**config.mk**
```make
export PLATFORM = sky130hd
export DESIGN_NAME = lpc_synthesis_filter
export DESIGN_NICKNAME = d
export VERILOG_FILES = /design/src/rtl/lpc_pkg.sv /design/src/rtl/lpc_mac.sv /design/src/rtl/lpc_synthesis_filter.sv
export SDC_FILE = /design/constraint.sdc
export NUM_CORES = 1
export LEC_CHECK = 0
export ABC_AREA = 1
export CORE_MARGIN = 2
export CORE_UTILIZATION = 52
export CTS_BUF_LIST = sky130_fd_sc_hd__clkbuf_2 sky130_fd_sc_hd__clkbuf_4 sky130_fd_sc_hd__clkbuf_8
export CTS_CLUSTER_DIAMETER = 60
export DETAILED_ROUTE_END_ITERATION = 10
export PLACE_DENSITY = 0.81
export SETUP_SLACK_MARGIN = 0.02
export SYNTH_ARGS = -nofsm -noshare
export SYNTH_HDL_FRONTEND = slang
export SYNTH_SLANG_ARGS = --single-unit
```
**constraint.sdc**
```tcl
create_clock -name iClock -period 6.4 [get_ports iClock]
set_clock_uncertainty 0.1 [all_clocks]
set_input_delay 1.92 -clock iClock [delete_from_list [all_inputs] [get_ports iClock]]
set_output_delay 1.92 -clock iClock [all_outputs]
set_load 0.005 [all_outputs]
```
**src/rtl/lpc_pkg.sv**
```systemverilog
// Shared widths, FSM state encoding and the output saturation helper for the
// LPC synthesis filter.
package lpc_pkg;

    localparam int unsigned MAX_ORDER = 12;
    localparam int unsigned COEFF_W   = 12;
    localparam int unsigned SAMPLE_W  = 16;
    localparam int unsigned RES_W     = 20;
    localparam int unsigned ACC_W     = 36;
    localparam int unsigned ORDER_W   = 4;
    localparam int unsigned SHIFT_W   = 5;
    localparam int unsigned PROD_W    = COEFF_W + SAMPLE_W;
    localparam int unsigned SUM_W     = ACC_W + 1;

    localparam logic signed [SUM_W-1:0] SAMPLE_MAX = SUM_W'((64'd1 << (SAMPLE_W - 1)) - 64'd1);
    localparam logic signed [SUM_W-1:0] SAMPLE_MIN = ~SAMPLE_MAX;

    typedef enum logic [2:0] {
        IDLE,
        WARMUP,
        WAIT,
        MAC,
        OUT
    } lpc_state_e;

    // Clamp a full-width reconstruction sum into the signed output sample range.
    function automatic logic [SAMPLE_W-1:0] sat_sample(input logic signed [SUM_W-1:0] x);
        logic [SAMPLE_W-1:0] r;
        if (x > SAMPLE_MAX) begin
            r = SAMPLE_MAX[SAMPLE_W-1:0];
        end else if (x < SAMPLE_MIN) begin
            r = SAMPLE_MIN[SAMPLE_W-1:0];
        end else begin
            r = x[SAMPLE_W-1:0];
        end
        return r;
    endfunction

endpackage

```
**src/rtl/lpc_mac.sv**
```systemverilog
// Serial signed multiply-accumulate: one coefficient*sample product per
// enabled cycle, with a synchronous clear that takes priority.
module lpc_mac
    import lpc_pkg::*;
(
    input  logic                       iClock,
    input  logic                       iReset,
    input  logic                       iClear,
    input  logic                       iAccEn,
    input  logic signed [COEFF_W-1:0]  iCoeff,
    input  logic signed [SAMPLE_W-1:0] iSample,
    output logic signed [ACC_W-1:0]    oAcc
);

    logic signed [PROD_W-1:0] prod_c;
    logic signed [ACC_W-1:0]  acc_d;
    logic signed [ACC_W-1:0]  acc_q;

    assign prod_c = iCoeff * iSample;

    always_comb begin
        acc_d = acc_q;
        if (iClear) begin
            acc_d = '0;
        end else if (iAccEn) begin
            acc_d = acc_q + ACC_W'(prod_c);
        end
    end

    always_ff @(posedge iClock or negedge iReset) begin
        if (!iReset) begin
            acc_q <= '0;
        end else begin
            acc_q <= acc_d;
        end
    end

    assign oAcc = acc_q;

endmodule

```
**src/rtl/lpc_synthesis_filter.sv**
```systemverilog
// FLAC LPC subframe reconstruction: warm-up pass-through, then residual plus
// serially accumulated prediction. Define LPC_SAT_EN to saturate instead of wrap.
module lpc_synthesis_filter
    import lpc_pkg::*;
(
    input  logic                iClock,
    input  logic                iReset,
    input  logic                iEnable,
    input  logic                iLoad,
    input  logic [3:0]          iM,
    input  logic [COEFF_W-1:0]  iCoeff,
    input  logic                iStart,
    input  logic [3:0]          iOrder,
    input  logic [4:0]          iShift,
    input  logic                iValid,
    input  logic [RES_W-1:0]    iResidual,
    output logic                oReady,
    output logic                oValid,
    output logic [SAMPLE_W-1:0] oSample
);

    lpc_state_e                 state_q, state_d;
    logic [ORDER_W-1:0]         order_q, order_d;
    logic [SHIFT_W-1:0]         shift_q, shift_d;
    logic [ORDER_W-1:0]         cnt_q, cnt_d;
    logic signed [RES_W-1:0]    res_q, res_d;
    logic                       valid_q, valid_d;
    logic [SAMPLE_W-1:0]        sample_q, sample_d;
    logic signed [SAMPLE_W-1:0] hist_q [MAX_ORDER];
    logic signed [SAMPLE_W-1:0] hist_d [MAX_ORDER];
    logic signed [COEFF_W-1:0]  coeff_q [MAX_ORDER];
    logic signed [COEFF_W-1:0]  coeff_d [MAX_ORDER];

    logic                       mac_clr_c;
    logic                       mac_en_c;
    logic                       push_c;
    logic [SAMPLE_W-1:0]        push_val_c;
    logic [ORDER_W-1:0]         ord_c;
    logic signed [ACC_W-1:0]    acc_c;
    logic [SAMPLE_W-1:0]        out_sample_c;

    assign ord_c  = (iOrder > ORDER_W'(MAX_ORDER)) ? ORDER_W'(MAX_ORDER) : iOrder;
    assign oReady = iEnable && ((state_q == WARMUP) || (state_q == WAIT));

    lpc_mac u_mac (
        .iClock  (iClock),
        .iReset  (iReset),
        .iClear  (mac_clr_c),
        .iAccEn  (mac_en_c),
        .iCoeff  (coeff_q[cnt_q]),
        .iSample (hist_q[cnt_q]),
        .oAcc    (acc_c)
    );

`ifdef LPC_SAT_EN
    logic signed [SUM_W-1:0] sum_c;
    assign sum_c        = SUM_W'(res_q) + SUM_W'(acc_c >>> shift_q);
    assign out_sample_c = sat_sample(sum_c);
`else
    // Low SAMPLE_W bits of the sum are exact under wrap, so add at output width.
    assign out_sample_c = SAMPLE_W'(res_q) + SAMPLE_W'(acc_c >>> shift_q);
`endif

    always_comb begin
        state_d    = state_q;
        order_d    = order_q;
        shift_d    = shift_q;
        cnt_d      = cnt_q;
        res_d      = res_q;
        valid_d    = 1'b0;
        sample_d   = sample_q;
        hist_d     = hist_q;
        coeff_d    = coeff_q;
        mac_clr_c  = 1'b0;
        mac_en_c   = 1'b0;
        push_c     = 1'b0;
        push_val_c = '0;

        if (iEnable) begin
            case (state_q)
                IDLE: begin
                end
                WARMUP: begin
                    if (iValid) begin
                        push_c     = 1'b1;
                        push_val_c = SAMPLE_W'(iResidual);
                        sample_d   = SAMPLE_W'(iResidual);
                        valid_d    = 1'b1;
                        cnt_d      = cnt_q + ORDER_W'(1);
                        if (cnt_q == order_q - ORDER_W'(1)) begin
                            state_d = WAIT;
                            cnt_d   = '0;
                        end
                    end
                end
                WAIT: begin
                    if (iValid) begin
                        res_d     = iResidual;
                        mac_clr_c = 1'b1;
                        cnt_d     = '0;
                        state_d   = (order_q == '0) ? OUT : MAC;
                    end
                end
                MAC: begin
                    mac_en_c = 1'b1;
                    cnt_d    = cnt_q + ORDER_W'(1);
                    if (cnt_q == order_q - ORDER_W'(1)) begin
                        state_d = OUT;
                        cnt_d   = '0;
                    end
                end
                OUT: begin
                    sample_d   = out_sample_c;
                    valid_d    = 1'b1;
                    push_c     = 1'b1;
                    push_val_c = out_sample_c;
                    state_d    = WAIT;
                end
                default: state_d = IDLE;
            endcase

            // History shift: hist[0] is always the most recent sample.
            if (push_c) begin
                for (int unsigned i = 1; i < MAX_ORDER; i++) begin
                    hist_d[i] = hist_q[i-1];
                end
                hist_d[0] = push_val_c;
            end

            if (iLoad && (state_q != MAC) && (state_q != OUT) && (iM < ORDER_W'(MAX_ORDER))) begin
                coeff_d[iM] = iCoeff;
            end

            // Start overrides any transfer or in-flight sample in the same cycle.
            if (iStart) begin
                state_d   = (ord_c == '0) ? WAIT : WARMUP;
                order_d   = ord_c;
                shift_d   = iShift;
                cnt_d     = '0;
                res_d     = res_q;
                valid_d   = 1'b0;
                sample_d  = sample_q;
                hist_d    = '{default: '0};
                mac_clr_c = 1'b0;
                mac_en_c  = 1'b0;
            end
        end
    end

    always_ff @(posedge iClock or negedge iReset) begin
        if (!iReset) begin
            state_q  <= IDLE;
            order_q  <= '0;
            shift_q  <= '0;
            cnt_q    <= '0;
            res_q    <= '0;
            valid_q  <= 1'b0;
            sample_q <= '0;
            hist_q   <= '{default: '0};
            coeff_q  <= '{default: '0};
        end else begin
            state_q  <= state_d;
            order_q  <= order_d;
            shift_q  <= shift_d;
            cnt_q    <= cnt_d;
            res_q    <= res_d;
            valid_q  <= valid_d;
            sample_q <= sample_d;
            hist_q   <= hist_d;
            coeff_q  <= coeff_d;
        end
    end

    assign oValid  = valid_q;
    assign oSample = sample_q;

endmodule

```
======== Word-level counts from Yosys, hierarchy flattened ========
Index checks and enable logic that the tools add are counted.
storage, ports and cells
  input port bits ......................... 51
  bits in registers ....................... 421
  output and inout bits ................... 18
  logic and storage cells ................. 121
cells by class
  shifts and indexed selects .............. 1
  magnitude comparators ................... 5
  $add $sub $neg .......................... 4
  reductions and logical operators ........ 20
  eq/ne operators ......................... 13
  multiply operators ...................... 1
  muxes and demuxes ....................... 42
  bitwise logic cells ..................... 3
operators by type and width
  cell                                                             count
  192-bit two-way mux                                              2
  144-bit bitwise mux                                              1
  36-bit two-way mux                                               2
  16-bit binary-select mux with 4-bit select                       1
  16-bit two-way mux                                               4
  16-bit one-hot mux with 2 select lines                           2
  12-bit binary-select mux with 4-bit select                       1
  12-bit demux with 4-bit select                                   1
  36-bit by 28-bit adder with 36-bit output                        1
  12-bit two-way mux                                               3
  36-bit by 5-bit >>> shifter with 16-bit output                   1
  12-bit by 16-bit multiplier with 28-bit output                   1
  4-bit two-way mux                                                5
  3-bit two-way mux                                                6
  16-bit adder                                                     1
  3-bit one-hot mux with 5 select lines                            1
  3-bit inequality test, second input constant                     4
  4-bit one-hot mux with 3 select lines                            1
  4-bit AND reduction                                              3
  5-bit >= comparator, second input constant                       2
  1-bit two-way mux                                                10
  4-bit NOT with 5-bit output                                      2
  4-bit logical NOT                                                2
  3-bit by 2-bit == test with 1-bit output, second input constant  2
  other kinds (20)                                                 30

======== Logic depth before layout (Yosys ltp) ========
  depth in word-level cells ............... 8
  gate-level depth with buffers ........... 34

======== Hierarchy ========
From an unflattened synthesis, not the netlist that was laid out.
unflattened totals
  cells, all modules ...................... 3,895
  area, all modules ....................... 30,945.9 µm²
modules (own cells, without submodules)
  module                cells an instance  area each (µm²)  instances  sequential area each (µm²)
  lpc_synthesis_filter  2,402              19,537.5         1          9,634.2
  lpc_mac               1,493              11,408.4         1          900.9

======== Worst setup path after synthesis ========
OpenSTA, ideal clock, no wires.
  path type ............................... reg2reg
  start point ............................. register cnt_q[0]
  end point ............................... register u_mac.acc_q[30], in the netlist u_mac.oAcc[30]
  arrival time ............................ 6,253 ps
  data required time ...................... 6,173 ps
  setup slack ............................. -80 ps
  stages on the path, launching flop included .. 30
  buffers on the path ..................... 4
  clock period less this slack ............ 6,480 ps
  path through ............................ dfrtp_1 > buf_4 > inv_4 > buf_6 > buf_2 > o21ai_0 > o22ai_1 > a32o_1 > buf_2 > nand2_1 > fa_1 > fa_1 > fa_1 > inv_1 > fa_1 > inv_1 > fa_1 > inv_1 > ha_1 > ha_1 > inv_1 > o21ai_0 > o21bai_1 > inv_1 > o21ai_0 > inv_1 > nand3_1 > nand2_1 > a21oi_1 > o21ai_0
between the ends
  longest elaborated chain between the ends .. 8
  elaborated cells between the ends (all ways) .. 11
  classes of those cells .................. add/sub (1); mul (1); mux (8); bitwise (1)
ends and longest elaborated chain
  what                                                                                                      RTL line                                                text
  from (decl)                                                                                               lpc_synthesis_filter.sv:25                              logic [ORDER_W-1:0] cnt_q, cnt_d;
  from (signal assigned)                                                                                    lpc_synthesis_filter.sv:165                             cnt_q <= cnt_d;
  4-bit NOT with 5-bit output (not written as such) *                                                       lpc_synthesis_filter.sv:50, lpc_synthesis_filter.sv:51
  12-bit binary-select mux with 4-bit select or 16-bit binary-select mux with 4-bit select (tied branches)  lpc_synthesis_filter.sv:50, lpc_synthesis_filter.sv:51
  12-bit two-way mux (not written as such) or 16-bit two-way mux (tied branches) (2 in series)              lpc_synthesis_filter.sv:50, lpc_synthesis_filter.sv:51
  12-bit by 16-bit multiplier with 28-bit output *                                                          lpc_mac.sv:19                                           assign prod_c = iCoeff * iSample;
  36-bit by 28-bit adder with 36-bit output *                                                               lpc_mac.sv:26                                           acc_d = acc_q + ACC_W'(prod_c);
  36-bit two-way mux *                                                                                      lpc_mac.sv:25                                           end else if (iAccEn) begin
  36-bit two-way mux *                                                                                      lpc_mac.sv:23                                           if (iClear) begin
  to (signal assigned)                                                                                      lpc_mac.sv:32                                           acc_q <= '0;
  to (signal assigned)                                                                                      lpc_mac.sv:34                                           acc_q <= acc_d;
  to (decl)                                                                                                 lpc_mac.sv:17                                           logic signed [ACC_W-1:0] acc_q;
Mark *: on every way between the ends. The rest lies on a longest branch, timed or not. The select of a mux whose other input is x is not followed.
A chain may end at the register's enable or synchronous reset.

======== Final worst setup path ========
  start point ............................. register cnt_q[0]
  end point ............................... register u_mac.acc_q[13], in the netlist u_mac.oAcc[13]
Same word-level chain as after synthesis.

==> summary.md <==
| Metric | Value |
|---|---|
| Area Growth Syn to Fin | 20.7% |
| Cells after DPL | 4566 |
| GRT Total Usage | 28.2% |
| Num ports | 69 |
| Simple-gate share of the synthesized area | 14.2% |
| Synth warn | 0 |
| Initial antenna violation count | 0 |
| Placer Congestion | 0.937 |
| Layout cells sized above 1 | 17.5% |
| Worst-path fanout max | 7 |
| Finished Cell Area | 36600 um2 |
| Compound-Gate Fraction of Synth Area | 18.4% |
| Post-synthesis mux area share | 0.330% |
| Met1 Use GR | 37.6% |
| Routed wire length | 90200 um |
| Synth Area in Adders | 20.3% |
| Count of final setup violators | 25 |
| Synth async-reset ratio | 100% |
| DR WL/cell | 19.1 um |
| Slew margin rel. | 34.6% |
| Top cell type's share of synthesized area | 34.7% |
| CTS buffer count | 72 |
| Clock root cell | clkbuf_8 |
| Post-synth EDFFs | 0 |
| Num Clock Sinks | 421 |
| Worst EP arrival | 7.18 ns |
| Req. time, crit path | 6.81 ns |
| Final std cells w/o fill | 4725 |
| Met2 usage | 45.4% |
| Mean Syn Cell Area | 8.22 um2 |
| CTS clk-pin slew, worst paths | 0.07 ns |
| Vias in the first global route | 26700 |
| Sequential fraction of the synthesis area | 34.7% |
| RSZ-0062 raised after global routing | yes |
| Slowest cell on crit path | dfrtp_4 |
| Xor/xnor share of the synthesized area | 0.404% |
| Final hold vios | 0 |
| Routed Antenna Nets | 0 |
| Initial Utilization | 52.6% |
| Seq cells post-synth | 421 |
| Worst slew pin tran | 0.980 ns |
| Failing checks | setup timing |
| Post-Synthesis Cells | 3693 |
| DP Wirelength | 57900 um |
| Dominant cell type by area after synthesis | dfrtp_1 |
| Largest family of logic cells by synthesized area | adder cells |
| Final WS setup | -0.372 ns |
| Max-slew violations | 0 |
| Htree depth | 3 |
| Starting DRC count in detailed routing | 3135 |
| Clk_lat worst skew | 0.66 ns |
| Port Buf Inserts | 64 |
| Chip width | 246 um |
| Min cycle time layout | 6.77 ns |
| Drt drc | 0 |
| Worst path max stage delay | 0.57 ns |
| Max-cap violation count | 0 |
| Synth top area cells | dfrtp_1 (35%), fa_1 (16%), nand2_1 (9.1%) |
| Mapped cell area | 30400 um2 |
| Cell Area, Placed | 33200 um2 |
| Hold Crit Class | reg2reg |
| Distinct cells, synth | 54 |
| CP Launch Type | flop |
| Vias post-DR | 27700 |
| DRT Pass-1 Iters | 7 |
| Die area | 60300 um2 |
| GR peak layer | met2 |
| Die Ht | 246 um |
| Fmax | 148 MHz |
| Avg Vias per Cell | 5.86 |
| Global-route wire length before repair | 137000 um |
| Post-Syn Nets | 4093 |
| Core Region | 57700 um2 |
| Hold Buf Count CTS | 0 |
| Fin crit share | 106% |
| CP endpoint kind | flop |
| Max Buffers Root-to-Sink | 3 |
| Largest net degree at the start of global routing | 142 |
| Dominant synthesized flop cell | dfrtp_1 |
| CTS tree | yes |
| M3 GR Usage | 4.64% |
| Hold Slack | 0.378 ns |
| # rows | 88 |
| Critical path class | reg2reg |
| GR Overflow Total | 0 |
| Status | finished with violations |
| Nets | 4306 |
## what timing repair did
item / 4_1_cts / 5_1_grt
endpoints found under the setup margin: 25 / 25
pin swaps: 46 / 70
resized for setup: 185 / 196
gates cloned: 3 / 3
buffers inserted: 10 / 15
## cell type report
type                    count  area, um2
fillers                  4320      21100
multi-input cells        2433      17600
flip-flops and latches    421      10500
repair buffers            354       3570
inverters                 624       2370
clock buffers             110       1430
well taps                 765        957
clock inverters            17        113
diodes                      1       2.50
## cell families after synthesis
| logic type | count (synthesis) |
|---|---|
| flip-flops | 421 |
| adder cells (fa/ha/maj) | 349 |
| AND/OR/NAND/NOR | 1069 |
| AO/OA/AOI/OAI | 991 |
| XOR/XNOR | 14 |
| buffers and inverters | 839 |
| multiplexers | 10 |
## synthesized netlist by cell type, types with 4 or more instances
master / n
o21ai_0: 480
mux2i_1: 10
o21ai_1: 31
xor2_1: 7
o22ai_1: 200
nand2_4: 10
inv_1: 611
buf_6: 22
o221ai_1: 21
a21o_1: 10
buf_2: 83
nor3_1: 12
a32o_1: 23
buf_1: 8
nand4_1: 4
fa_1: 240
a21oi_1: 179
inv_2: 9
buf_4: 30
o21bai_1: 5
xnor2_1: 7
nor2_1: 174
nand2_1: 739
o211ai_1: 9
a31oi_1: 7
clkbuf_1: 72
ha_1: 109
dfrtp_1: 421
nand3_1: 112
o21a_1: 4
## stage by stage
| stage | setup TNS, ns | setup WS (ns) | util (%) |
|---|---|---|---|
| 6_report | -5.95 | -0.372 | 63.5 |
| 5_1_grt | -10.10 | -0.537 | 63.5 |
| 4_1_cts | -0.265 | -0.0465 | 61.9 |
| 3_5_place_dp | -5.25 | -0.381 | 57.6 |
| 3_3_place_gp | -3.47 | -0.295 | 57.6 |
| 2_1_floorplan | 0 | 0.165 | - |
## registers in the layout, indices dropped and copies added, names as in the netlist
name and flops:
cnt_q 4, coeff_q 144, hist_q 192, oSample 16
oValid 1, order_q 4, res_q 16, shift_q 5
state_q 3, u_mac.oAcc 36
## layer usage
metal  wire [um]  vias up
met5           0        -
met4        5370        0
met3        7880      395
met2       42000     1582
met1       34900    13300
li1            -    12400
## critical path: cells and delay by family (launching register included)
family	cells	cell delay (ns)
AOI/OAI and AO/OA	7	1.17
adders and majority gates	7	2.90
and+or+nand+nor	5	0.55
DFF	1	0.57
buffers and inverters	10	1.32
## path summary, 6_finish.rpt
kind	from	to	slack (ns)	cells past startpoint
min in group asynchronous	iReset	state_q[2]$_DFFE_PN0P_	1.13	1
worst max register to register	cnt_q[0]$_DFFE_PN0P_	u_mac.oAcc[13]$_DFFE_PN0P_	-0.37	29
worst min-delay path	coeff_q[21]$_DFFE_PN0P_	coeff_q[21]$_DFFE_PN0P_	0.38	2
worst min register to register	coeff_q[21]$_DFFE_PN0P_	coeff_q[21]$_DFFE_PN0P_	0.38	2
worst max-delay path	cnt_q[0]$_DFFE_PN0P_	u_mac.oAcc[13]$_DFFE_PN0P_	-0.37	29
max in group asynchronous	iReset	hist_q[28]$_DFFE_PN0P_	3.69	2
## layout by cell type (no fill, tap or decap), types with 9 or more instances in the layout
| cell type | netlist | routed |
|---|---|---|
| ha_4 | 0 | 43 |
| clkdlybuf4s50_1 | 0 | 63 |
| buf_6 | 22 | 22 |
| a32o_2 | 0 | 18 |
| clkbuf_4 | 0 | 13 |
| nor2_1 | 174 | 149 |
| buf_12 | 0 | 45 |
| nor2_2 | 3 | 17 |
| o22ai_1 | 200 | 197 |
| clkinv_2 | 0 | 11 |
| clkbuf_8 | 0 | 97 |
| dfrtp_1 | 421 | 419 |
| inv_2 | 9 | 19 |
| nand3_1 | 112 | 103 |
| nand2_2 | 3 | 27 |
| nand2_1 | 739 | 708 |
| ha_1 | 109 | 65 |
| fa_1 | 240 | 222 |
| fa_2 | 0 | 18 |
| mux2i_1 | 10 | 10 |
| a21oi_2 | 0 | 24 |
| o21ai_1 | 31 | 72 |
| o21ai_0 | 480 | 414 |
| o221ai_1 | 21 | 16 |
| a21o_1 | 10 | 10 |
| buf_4 | 30 | 215 |
| nor2_4 | 2 | 13 |
| inv_1 | 611 | 598 |
| nand2_4 | 10 | 16 |
| a21oi_1 | 179 | 151 |
| o211ai_1 | 9 | 9 |
| o21ai_2 | 3 | 21 |
Power is left out: the tool's default activity adds up to more than one toggle a clock period on the data nets, which glitch-free logic cannot reach.
